[src/rtl/fe_diag_pkg.sv]
// fe_diag_pkg
// Shared types for the front-end diagnostic sequencer and the benches that
// drive it: the queued command record, the sequencer state encoding, the
// CLK diagnostic function codes and the tick-timer expiry helper.
// Field vectors are declared descending; the MSB corresponds to bit 0 in
// EBUS numbering (func[6] is ds[0], data[35] is EBUS data bit 0).
package fe_diag_pkg;

  localparam int TIMER_W = 16;

  typedef struct packed {
    logic        read;
    logic [6:0]  func;
    logic [35:0] data;
  } tDiagCmd;

  typedef enum logic [1:0] {
    ST_IDLE,
    ST_SETUP,
    ST_STROBE,
    ST_RECOVER
  } tDiagSeqState;

  // CLK diagnostic functions used by the master reset sequence.
  typedef enum logic [6:0] {
    CLK_STOP       = 7'o000,
    CLK_START      = 7'o001,
    CLK_STEP       = 7'o002,
    CLK_CLR_RESET  = 7'o006,
    CLK_SET_RESET  = 7'o007,
    CLK_LD_SOURCE  = 7'o042,
    CLK_LD_RATE    = 7'o043,
    CLK_LD_MISC    = 7'o044,
    CLK_LD_SYNC    = 7'o046,
    CLK_LD_PARITY  = 7'o051,
    CLK_LD_BURST   = 7'o052
  } tClkFunc;

  // A phase is over when its count is already zero (zero-length phase) or
  // when the final tick of a non-zero count arrives this cycle.
  function automatic logic timer_expired(input logic [TIMER_W-1:0] timer,
                                         input logic               tick);
    return (timer == '0) || (tick && (timer == TIMER_W'(1)));
  endfunction

endpackage

[src/rtl/fe_diag_fifo.sv]
// fe_diag_fifo
// Synchronous command FIFO of tDiagCmd records with show-ahead read port.
// Ports: clk/rst (async, active-high), push/pop requests (ignored when
// full/empty), flush (empties, wins over push/pop), wr_data, rd_data (head),
// full, empty, count (occupancy).
module fe_diag_fifo
  import fe_diag_pkg::*;
#(
  parameter int DEPTH = 8
) (
  input  logic                   clk,
  input  logic                   rst,
  input  logic                   push,
  input  logic                   pop,
  input  logic                   flush,
  input  tDiagCmd                wr_data,
  output tDiagCmd                rd_data,
  output logic                   full,
  output logic                   empty,
  output logic [$clog2(DEPTH):0] count
);

  localparam int AW = $clog2(DEPTH);
  localparam logic [AW:0] PTR_ONE = (AW+1)'(1);

  // Pointers carry one extra wrap bit so full and empty are distinguishable.
  logic [AW:0] wr_ptr;
  logic [AW:0] rd_ptr;
  tDiagCmd     mem [DEPTH];

  logic do_push;
  logic do_pop;

  assign do_push = push && !full && !flush;
  assign do_pop  = pop && !empty && !flush;

  always_ff @(posedge clk or posedge rst) begin
    if (rst) begin
      wr_ptr <= '0;
      rd_ptr <= '0;
    end else if (flush) begin
      wr_ptr <= '0;
      rd_ptr <= '0;
    end else begin
      if (do_push) wr_ptr <= wr_ptr + PTR_ONE;
      if (do_pop)  rd_ptr <= rd_ptr + PTR_ONE;
    end
  end

  always_ff @(posedge clk) begin
    if (do_push) mem[wr_ptr[AW-1:0]] <= wr_data;
  end

  assign rd_data = mem[rd_ptr[AW-1:0]];
  assign empty   = (wr_ptr == rd_ptr);
  assign full    = (wr_ptr[AW-1:0] == rd_ptr[AW-1:0]) && (wr_ptr[AW] != rd_ptr[AW]);
  assign count   = wr_ptr - rd_ptr;

endmodule

[src/rtl/fe_diag_sequencer.sv]
// fe_diag_sequencer
// Queues diagnostic function requests and plays each one onto the EBUS
// diagnostic lines as SETUP -> STROBE -> RECOVER, paced by 'tick'. Read
// functions capture EBUS data on the last strobe tick and present it on the
// response port; an unaccepted response holds the sequencer in RECOVER.
// Ports: clk/CROBAR (async, active-high reset); tick pacing enable; abort;
// cmdValid/cmdReady/cmdRead/cmdFunc/cmdData command push; rspValid/rspReady/
// rspData/rspFunc read response; ebusDataIn EBUS data; ds/diagStrobe/dataOut/
// dataDrive EBUS drive; busy and count status.
module fe_diag_sequencer
  import fe_diag_pkg::*;
#(
  parameter int DEPTH         = 8,
  parameter int SETUP_TICKS   = 1,
  parameter int STROBE_TICKS  = 9,
  parameter int RECOVER_TICKS = 4
) (
  input  logic                   clk,
  input  logic                   CROBAR,
  input  logic                   tick,
  input  logic                   abort,
  input  logic                   cmdValid,
  output logic                   cmdReady,
  input  logic                   cmdRead,
  input  logic [6:0]             cmdFunc,
  input  logic [35:0]            cmdData,
  output logic                   rspValid,
  input  logic                   rspReady,
  output logic [35:0]            rspData,
  output logic [6:0]             rspFunc,
  input  logic [35:0]            ebusDataIn,
  output logic [6:0]             ds,
  output logic                   diagStrobe,
  output logic [35:0]            dataOut,
  output logic                   dataDrive,
  output logic                   busy,
  output logic [$clog2(DEPTH):0] count
);

  localparam logic [TIMER_W-1:0] SETUP_LOAD   = TIMER_W'(SETUP_TICKS);
  localparam logic [TIMER_W-1:0] STROBE_LOAD  = TIMER_W'(STROBE_TICKS);
  localparam logic [TIMER_W-1:0] RECOVER_LOAD = TIMER_W'(RECOVER_TICKS);
  localparam logic [TIMER_W-1:0] TIMER_ONE    = TIMER_W'(1);

  tDiagSeqState       state_q, state_nxt;
  logic [TIMER_W-1:0] timer_q, timer_nxt;
  tDiagCmd            work_q, work_nxt, head, push_cmd;
  logic               fifo_full, fifo_empty;
  logic               push, pop, load, capture, expired;
  logic [6:0]         ds_nxt;
  logic [35:0]        data_nxt;
  logic               strobe_nxt, drive_nxt;

  // A push coinciding with abort is dropped along with the flushed queue.
  assign push     = cmdValid && !fifo_full && !abort;
  assign push_cmd = {cmdRead, cmdFunc, cmdData};
  assign expired  = timer_expired(timer_q, tick);

  fe_diag_fifo #(.DEPTH(DEPTH)) u_fifo (
    .clk     (clk),
    .rst     (CROBAR),
    .push    (push),
    .pop     (pop),
    .flush   (abort),
    .wr_data (push_cmd),
    .rd_data (head),
    .full    (fifo_full),
    .empty   (fifo_empty),
    .count   (count)
  );

  assign cmdReady = !fifo_full;
  assign busy     = !fifo_empty || (state_q != ST_IDLE);

  // State, timer and working command register.
  always_ff @(posedge clk or posedge CROBAR) begin
    if (CROBAR) begin
      state_q <= ST_IDLE;
      timer_q <= '0;
      work_q  <= '0;
    end else begin
      state_q <= state_nxt;
      timer_q <= timer_nxt;
      work_q  <= work_nxt;
    end
  end

  // Next-state logic. The head stays in the FIFO until its strobe ends so
  // that count reflects every command not yet strobed.
  always_comb begin
    state_nxt = state_q;
    timer_nxt = timer_q;
    pop       = 1'b0;
    load      = 1'b0;
    capture   = 1'b0;
    if (abort) begin
      state_nxt = ST_RECOVER;
      timer_nxt = RECOVER_LOAD;
    end else begin
      case (state_q)
        ST_IDLE: begin
          if (!fifo_empty) begin
            state_nxt = ST_SETUP;
            timer_nxt = SETUP_LOAD;
            load      = 1'b1;
          end
        end
        ST_SETUP: begin
          if (expired) begin
            state_nxt = ST_STROBE;
            timer_nxt = STROBE_LOAD;
          end else if (tick) begin
            timer_nxt = timer_q - TIMER_ONE;
          end
        end
        ST_STROBE: begin
          if (expired) begin
            state_nxt = ST_RECOVER;
            timer_nxt = RECOVER_LOAD;
            pop       = 1'b1;
            capture   = work_q.read;
          end else if (tick) begin
            timer_nxt = timer_q - TIMER_ONE;
          end
        end
        ST_RECOVER: begin
          // Keep counting while stalled on a pending response.
          if (expired && !rspValid) begin
            state_nxt = ST_IDLE;
          end else if (tick && (timer_q != '0)) begin
            timer_nxt = timer_q - TIMER_ONE;
          end
        end
        default: state_nxt = ST_IDLE;
      endcase
    end
    work_nxt = load ? head : work_q;
  end

  // EBUS drive values follow the state being entered so the registered
  // outputs switch on the same edge as the state.
  always_comb begin
    ds_nxt     = '0;
    data_nxt   = '0;
    strobe_nxt = 1'b0;
    drive_nxt  = 1'b0;
    if ((state_nxt == ST_SETUP) || (state_nxt == ST_STROBE)) begin
      ds_nxt     = work_nxt.func;
      data_nxt   = work_nxt.read ? 36'd0 : work_nxt.data;
      drive_nxt  = !work_nxt.read;
      strobe_nxt = (state_nxt == ST_STROBE);
    end
  end

  always_ff @(posedge clk or posedge CROBAR) begin
    if (CROBAR) begin
      ds         <= '0;
      dataOut    <= '0;
      diagStrobe <= 1'b0;
      dataDrive  <= 1'b0;
    end else begin
      ds         <= ds_nxt;
      dataOut    <= data_nxt;
      diagStrobe <= strobe_nxt;
      dataDrive  <= drive_nxt;
    end
  end

  // Response register; a capture can only occur once the previous response
  // has been accepted, because RECOVER cannot exit while it is pending.
  always_ff @(posedge clk or posedge CROBAR) begin
    if (CROBAR) begin
      rspValid <= 1'b0;
      rspData  <= '0;
      rspFunc  <= '0;
    end else if (capture) begin
      rspValid <= 1'b1;
      rspData  <= ebusDataIn;
      rspFunc  <= work_q.func;
    end else if (rspValid && rspReady) begin
      rspValid <= 1'b0;
    end
  end

endmodule
[config.mk]
export PLATFORM = sky130hd
export DESIGN_NAME = fe_diag_sequencer
export DESIGN_NICKNAME = d
export VERILOG_FILES = /design/src/rtl/fe_diag_pkg.sv /design/src/rtl/fe_diag_fifo.sv /design/src/rtl/fe_diag_sequencer.sv
export SDC_FILE = /design/constraint.sdc
export NUM_CORES = 1
export LEC_CHECK = 0
export BUFFER_PORTS_ARGS = -buffer_cell sky130_fd_sc_hd__buf_2
export CAP_MARGIN = 20
export CORE_MARGIN = 2
export CORE_UTILIZATION = 25
export CTS_CLUSTER_DIAMETER = 80
export DETAILED_ROUTE_END_ITERATION = 8
export GPL_ROUTABILITY_DRIVEN = 0
export PLACE_DENSITY = 0.42
export SKIP_CTS_REPAIR_TIMING = 1
export SLEW_MARGIN = 15
export SYNTH_ARGS = -nofsm -noshare
export SYNTH_HDL_FRONTEND = slang
export SYNTH_HIERARCHICAL = 1
export SYNTH_SLANG_ARGS = --single-unit
[constraint.sdc]
create_clock -name clk -period 4.98 [get_ports clk]
set_clock_uncertainty 0.05 [all_clocks]
set_input_delay 0.996 -clock clk [delete_from_list [all_inputs] [get_ports clk]]
set_output_delay 0.996 -clock clk [all_outputs]
set_load 0.01 [all_outputs]
Word level (Yosys, flattened, before mapping)
Memory sizes are Yosys's and may differ from the RTL's.
Index checks and enable logic that the tools add are counted.
- $add $sub $neg: 4
- reductions and logical operators: 27
- mux-type cells: 37
- equality and inequality tests: 12
- operators by type and width (cell ; number):
    $mux 16 ; 7
    $mux 36 ; 2
    $pmux 16 s4 ; 1
    $mux 44 ; 1
    $eq 16x1->1 const B ; 1
    $logic_not 16->1 ; 1
    $mux 4 ; 4
    $reduce_bool 16->1 ; 1
    $sub 16x1->16 const B ; 1
    $mux 1 ; 15
    $logic_and 1x1->1 ; 11
    $mux 2 ; 5
    $ne 3x3->1 const B ; 3
    $add 4x1->4 const B ; 2
    $pmux 2 s4 ; 1
    $reduce_bool 2->1 ; 4
    $mux 7 ; 1
    $eq 2x2->1 const B ; 3
    $logic_not 1->1 ; 5
    $eq 2x1->1 const B ; 2
    $eq 4x4->1 ; 1
    $sub 4x4->4 ; 1
    $eq 3x3->1 ; 1
    $logic_or 1x1->1 ; 3
    other kinds (3) ; 3
- bits in registers: 159
- memories kept: 1
- logic and storage cells: 95
- memory bits (writable): 352
- memories (name ; depth ; bits a word ; read ports ; clocked after memory_dff ; wr ports ; line ; RTL):
    u_fifo.mem ; 8 ; 44 ; 1 ; 0 ; 1 ; fe_diag_fifo.sv:29 ; tDiagCmd mem [DEPTH];

Longest topological paths before layout
- depth in word-level cells: 10
- depth in mapped cells: 13

By module
The synthesis kept the hierarchy.
- by module, submodules not included (module ; instances ; cells each ; area each (um^2)):
    fe_diag_fifo ; 1 ; 672 ; 13825.8
    fe_diag_sequencer ; 1 ; 444 ; 6224.7

Worst setup path before layout
No wires, ideal clock.
- kind: flip-flop to flip-flop
- start point: register u_fifo.rd_ptr[2]
- end point: memory u_fifo/mem[1][0] (netlist name) (enable)
- path buffers: 2
- setup time: 0.445 ns
- stages on the path, launching flop included: 11
- setup slack: 0.252 ns
- required time: 4.485 ns
- arrival time: 4.232 ns
- clock period less this slack: 4.728 ns
- cell sequence: dfrtp_1 -> clkbuf_1 -> inv_2 -> buf_1 -> ha_1 -> nand3_1 -> nor2_1 -> nor3b_1 -> o21ai_2 -> or3_4 -> nor2_1
- longest elaborated chain between the ends: 9
- RTL lines (item ; line ; RTL):
    start: declaration ; fe_diag_fifo.sv:28 ; logic [AW:0] rd_ptr;
    start signal: assignment ; fe_diag_fifo.sv:46 ; if (do_pop) rd_ptr <= rd_ptr + PTR_ONE;
    $eq 3x3->1 ; fe_diag_fifo.sv:56 ; assign full = (wr_ptr[AW-1:0] == rd_ptr[AW-1:0]) && (wr_ptr[AW] != rd_ptr[AW]);
    $logic_and 1x1->1 ; fe_diag_fifo.sv:56 ;
    net fifo_full ; fe_diag_sequencer.sv:48 ; logic fifo_full, fifo_empty;
    $logic_not 1->1 ; fe_diag_sequencer.sv:55 ; assign push = cmdValid && !fifo_full && !abort;
    $logic_and 1x1->1 (2 in series) ; fe_diag_sequencer.sv:55 ;
    net push ; fe_diag_sequencer.sv:49 ; logic push, pop, load, capture, expired;
    $logic_and 1x1->1 (2 in series) ; fe_diag_fifo.sv:34 ; assign do_push = push && !full && !flush;
    $mux 1 ; fe_diag_fifo.sv:51 ; if (do_push) mem[wr_ptr[AW-1:0]] <= wr_data;
    $mux 1 (not written as such) ; fe_diag_fifo.sv:51 ;
    end: declaration ; fe_diag_fifo.sv:29 ;
The timed path passes the listed nets, and every way through them passes these cells.

Worst setup path in the final report
- start point: register u_fifo.wr_ptr[0]
- end point: register dataOut[33]
- longest elaborated chain between the ends: 7
- elaborated cells between the ends (all ways): 13
- RTL lines (item ; line ; RTL):
    start: declaration ; fe_diag_fifo.sv:27 ; logic [AW:0] wr_ptr;
    start signal: assignment ; fe_diag_fifo.sv:45 ; if (do_push) wr_ptr <= wr_ptr + PTR_ONE;
    $eq 4x4->1 (*) ; fe_diag_fifo.sv:55 ; assign empty = (wr_ptr == rd_ptr);
    net fifo_empty ; fe_diag_sequencer.sv:48 ;
    $mux 2 or $mux 1 (tied branches) ; fe_diag_sequencer.sv:102 ; if (!fifo_empty) begin
    $pmux 2 s4 or $mux 1 (tied branches) ; fe_diag_sequencer.sv:100 ; case (state_q)
    $mux 2 or $mux 1 (tied branches) ; fe_diag_sequencer.sv:96 ; if (abort) begin
    $eq 2x1->1 (tied with other cells) ; fe_diag_sequencer.sv:147 ; if ((state_nxt == ST_SETUP) || (state_nxt == ST_STROBE)) begin
    $logic_or 1x1->1 or $mux 36 (tied branches) ; fe_diag_sequencer.sv:147, fe_diag_sequencer.sv:149 ;
    $mux 36 (*) ; fe_diag_sequencer.sv:147 ;
    net data_nxt[33] ; fe_diag_sequencer.sv:51 ; logic [35:0] data_nxt;
    end signal: assignment ; fe_diag_sequencer.sv:163 ; dataOut <= data_nxt;
    end: declaration ; fe_diag_sequencer.sv:34 ; output logic [35:0] dataOut,
The timed path passes the listed nets; every way through them passes the cells marked *.
A chain may end at the register's enable or synchronous reset.

==> flow_summary_export.csv <==
group,metric,value,unit
sta,final.period_utilization,0.774,
routing,wl_per_cell,19.5,um
die,io_pins,181,
yosys,async_reset_ff_frac,0.311,
finish,layout.nets,1421,
routing,drtPass1Iterations,5,
global_routing,overflow,0,
place,numPortBuffers,180,
global_routing,busiest_layer,"met2",
worst_setup_path,crit_family,"simple AND/OR/NAND/NOR gates",
worst_setup_path,path_cells,"inv_1, ha_1, nand3_1, nor2_1, nor3_1, a2111oi_0, ha_1, nand2b_2, buf_4, nor2b_1",
die,rows,103,
worst_setup_path,cp_num_buf_inv,2,
routing,vias,10361,
worst_setup_path,critical-path-slowest-cell,"nand2b_2",
power,cellPowerDensity,404,mW/mm^2
yosys,syn-num-nets,1212,
worst_hold_path,hp-class,"in2async",
place,post_dp_cell_area,0.0223,mm^2
worst_setup_path,ff2ff_path_depth,10,
place,dp_hpwl,27500,um
die,fp.dieH,287,um
run_status,status,"finished clean",
place,dp_worst_setup_slack,0.882,ns
finish,syn2layout_area_growth,20.6,%
clocking,htreeDepth,2,
yosys,netlist_area,0.0201,mm^2
finish,drive_gt1_frac,0.351,
global_routing,use_met1,0.151,
worst_setup_path,r2r-end,"dataOut[33]",
clocking,path_clk_slew,0.06,ns
finish,fin_area,0.0242,mm^2
power,p_leak,9.23,nW
routing,viasPerCell,4.27,
sta,report.final.slew_viol_count,0,
clocking,cts-buffers-inserted,57,
clocking,clkLatencyLatePin,0.63,ns
worst_setup_path,path_common_cell,"ha_1",
routing,drtIter0Drc,589,
yosys,seq_area_frac_synth,0.726,
power,peakVddDrop,262,uV
worst_setup_path,end_kind,"register",
global_routing,grt_max_degree,92,
die,chipWidth,287,um
worst_setup_path,cp-start-kind,"register",
worst_setup_path,r2r-start,"u_fifo/wr_ptr[0]",
yosys,ys_ff_latch,511,
sta,timing.hold.ws,0.316,ns
global_routing,grt_pass1_vias,11081,
global_routing,grt_use_met2,0.189,
sta,fin_crit,3.86,ns
sta,rsz0062_at_grt,"false",
finish,final_util,0.305,
worst_setup_path,max_stage_delay,0.57,ns
yosys,synthCells,1116,
sta,worst_slew_pin_slew,0.840,ns
flow_run,maxCapViolations,0,
clocking,clkSinkCount,511,
sta,max_freq,259,MHz
sta,setup-violations-final,0,
clocking,cts_buffer_depth,3,
worst_setup_path,cp_max_fo,19,
worst_setup_path,reg2reg_setup_slack,1.12,ns
sta,max_slew_margin,0.439,
routing,drc,0,
yosys,ys_warn_count,6,
yosys,synth_cell_types,68,
worst_setup_path,worst-setup-path-type,"reg2reg",
yosys,synth_area_per_cell,18.0,um^2
routing,ant_nets,0,
clocking,root_buffer,"clkbuf_16",
sta,post-route-worst-setup-slack,1.12,ns
yosys,synth_edf_count,352,
global_routing,antenna_found_initial,13,
die,start_util,0.253,
sta,hold_viol,0,
global_routing,grt_first_pass_wirelength,71900,um
yosys,ys.flop_type,"edfxtp_1",
sta,tns,0,ns
worst_setup_path,worst-endpoint-required,5.40,ns
global_routing,grt.met3_usage,0.0303,
worst_setup_path,arrival,4.27,ns
die,die_area,0.0825,mm^2
routing,drt_wl_total,47300,um
die,core_area,0.0793,mm^2
clocking,tritoncts,"built",
global_routing,grt_util_all_layers,0.116,
power breakdown:
group / internal, mW / switching (mW)
sequential: 4.67 / 0.101
clock: 2.41 / 1.71
combinational: 0.312 / 0.584
how the worst max path moves through the flow:
stage / from / endpoint / slack [ns] / cells after the start
after global routing: u_fifo/wr_ptr[0] / dataOut[29] / 0.56 / 10
final: u_fifo/wr_ptr[0] / dataOut[33] / 1.12 / 10
after CTS: u_fifo/wr_ptr[0] / dataOut[33] / 0.96 / 10
after detailed placement: tick / dataOut[24] / 0.88 / 10
after global placement: tick / dataOut[32] / 0.92 / 10
after floorplan: u_fifo/rd_ptr[2] / u_fifo/mem[1][0] / 0.25 / 10
cells in the mapped netlist, types with 5 or more instances:
library cell | number | share of area
ha_1 | 9 | 0.0056
nor3_1 | 6 | 0.0015
nor2b_1 | 45 | 0.014
clkbuf_1 | 18 | 0.0034
nand2b_1 | 5 | 0.0016
mux2_2 | 47 | 0.026
nor2_1 | 28 | 0.0052
mux2_4 | 35 | 0.026
xnor2_1 | 7 | 0.0031
nand2_1 | 150 | 0.028
buf_1 | 5 | 0.00094
o21ai_0 | 8 | 0.0020
inv_1 | 17 | 0.0032
edfxtp_1 | 352 | 0.53
mux4_2 | 88 | 0.099
dfrtp_1 | 159 | 0.20
nand3_1 | 6 | 0.0015
buf_4 | 10 | 0.0037
a21oi_1 | 14 | 0.0035
buf_2 | 14 | 0.0035
through the flow:
step,total power [mW],std cells
6_report,9.78,2424
5_1_grt,10.3,2422
4_1_cts,9.97,2422
3_5_place_dp,5.78,2316
3_3_place_gp,5.76,2315
2_1_floorplan,5.46,1116
final cells by class:
type / count / area, um^2
Tap cell: 1050 / 1310
Clock buffer: 75 / 1560
Sequential cell: 511 / 14600
Clock inverter: 31 / 294
Fill cell: 7832 / 55100
Timing Repair Buffer: 201 / 1170
Inverter: 19 / 75.1
Multi-Input combinational cell: 535 / 5210
Antenna cell: 2 / 5.00
logic make-up (layout without fill, tap and decap cells):
logic type      after synthesis  count (layout)  synth area share
compound gates               63              63            0.0229
xor+xnor                     12              12           0.00562
fa+ha+maj                    10              10           0.00661
buf+inv                      70             326            0.0173
flops                       511             511             0.726
mux                         177             177             0.155
other cells                   0               2                 0
simple gates                273             273            0.0667
cells in the final DEF, fill, tap and decap left out, types with 4 or more instances in the layout:
cell / instances
nand3_1: 6
o211ai_1: 4
o21ai_0: 8
buf_4: 12
mux2_4: 35
clkinv_2: 8
xor2_1: 4
clkbuf_16: 58
or4_1: 4
nor4_1: 4
mux2_1: 4
nand2_1: 150
clkbuf_8: 4
edfxtp_1: 352
bufinv_16: 4
clkbuf_1: 13
nor3_1: 6
dfrtp_1: 156
a21oi_1: 14
mux2_2: 47
clkinv_1: 12
inv_1: 16
mux4_2: 88
nor2_1: 22
nor2b_1: 45
xnor2_1: 7
nand2b_1: 4
nand4_1: 4
buf_2: 180
nor2_4: 6
buf_12: 9
ha_1: 9
worst reg2reg max path, delay by kind of cell, from the launching register on:
family,cells,cell delay [ns]
DFF,1,0.53
AOI/OAI and AO/OA,1,0.47
adders and majority gates,2,0.72
buffers and inverters,2,0.53
and+or+nand+nor,5,1.39
per-layer routing:
metal,vias up,share of wire
li1,4675,-
met1,5348,0.44
met2,238,0.47
met3,86,0.060
met4,14,0.021
met5,-,0.0018
state kept, by name, indices dropped and copies added (netlist names):
| register | count |
|---|---|
| u_fifo/mem | 352 |
| work_q | 44 |
| dataOut | 36 |
| rspData | 36 |
| timer_q | 16 |
| ds | 7 |
| rspFunc | 7 |
| u_fifo/rd_ptr | 4 |
| u_fifo/wr_ptr | 4 |
| state_q | 2 |
| dataDrive | 1 |
| diagStrobe | 1 |
| rspValid | 1 |
(Power assumes the default switching activity.)
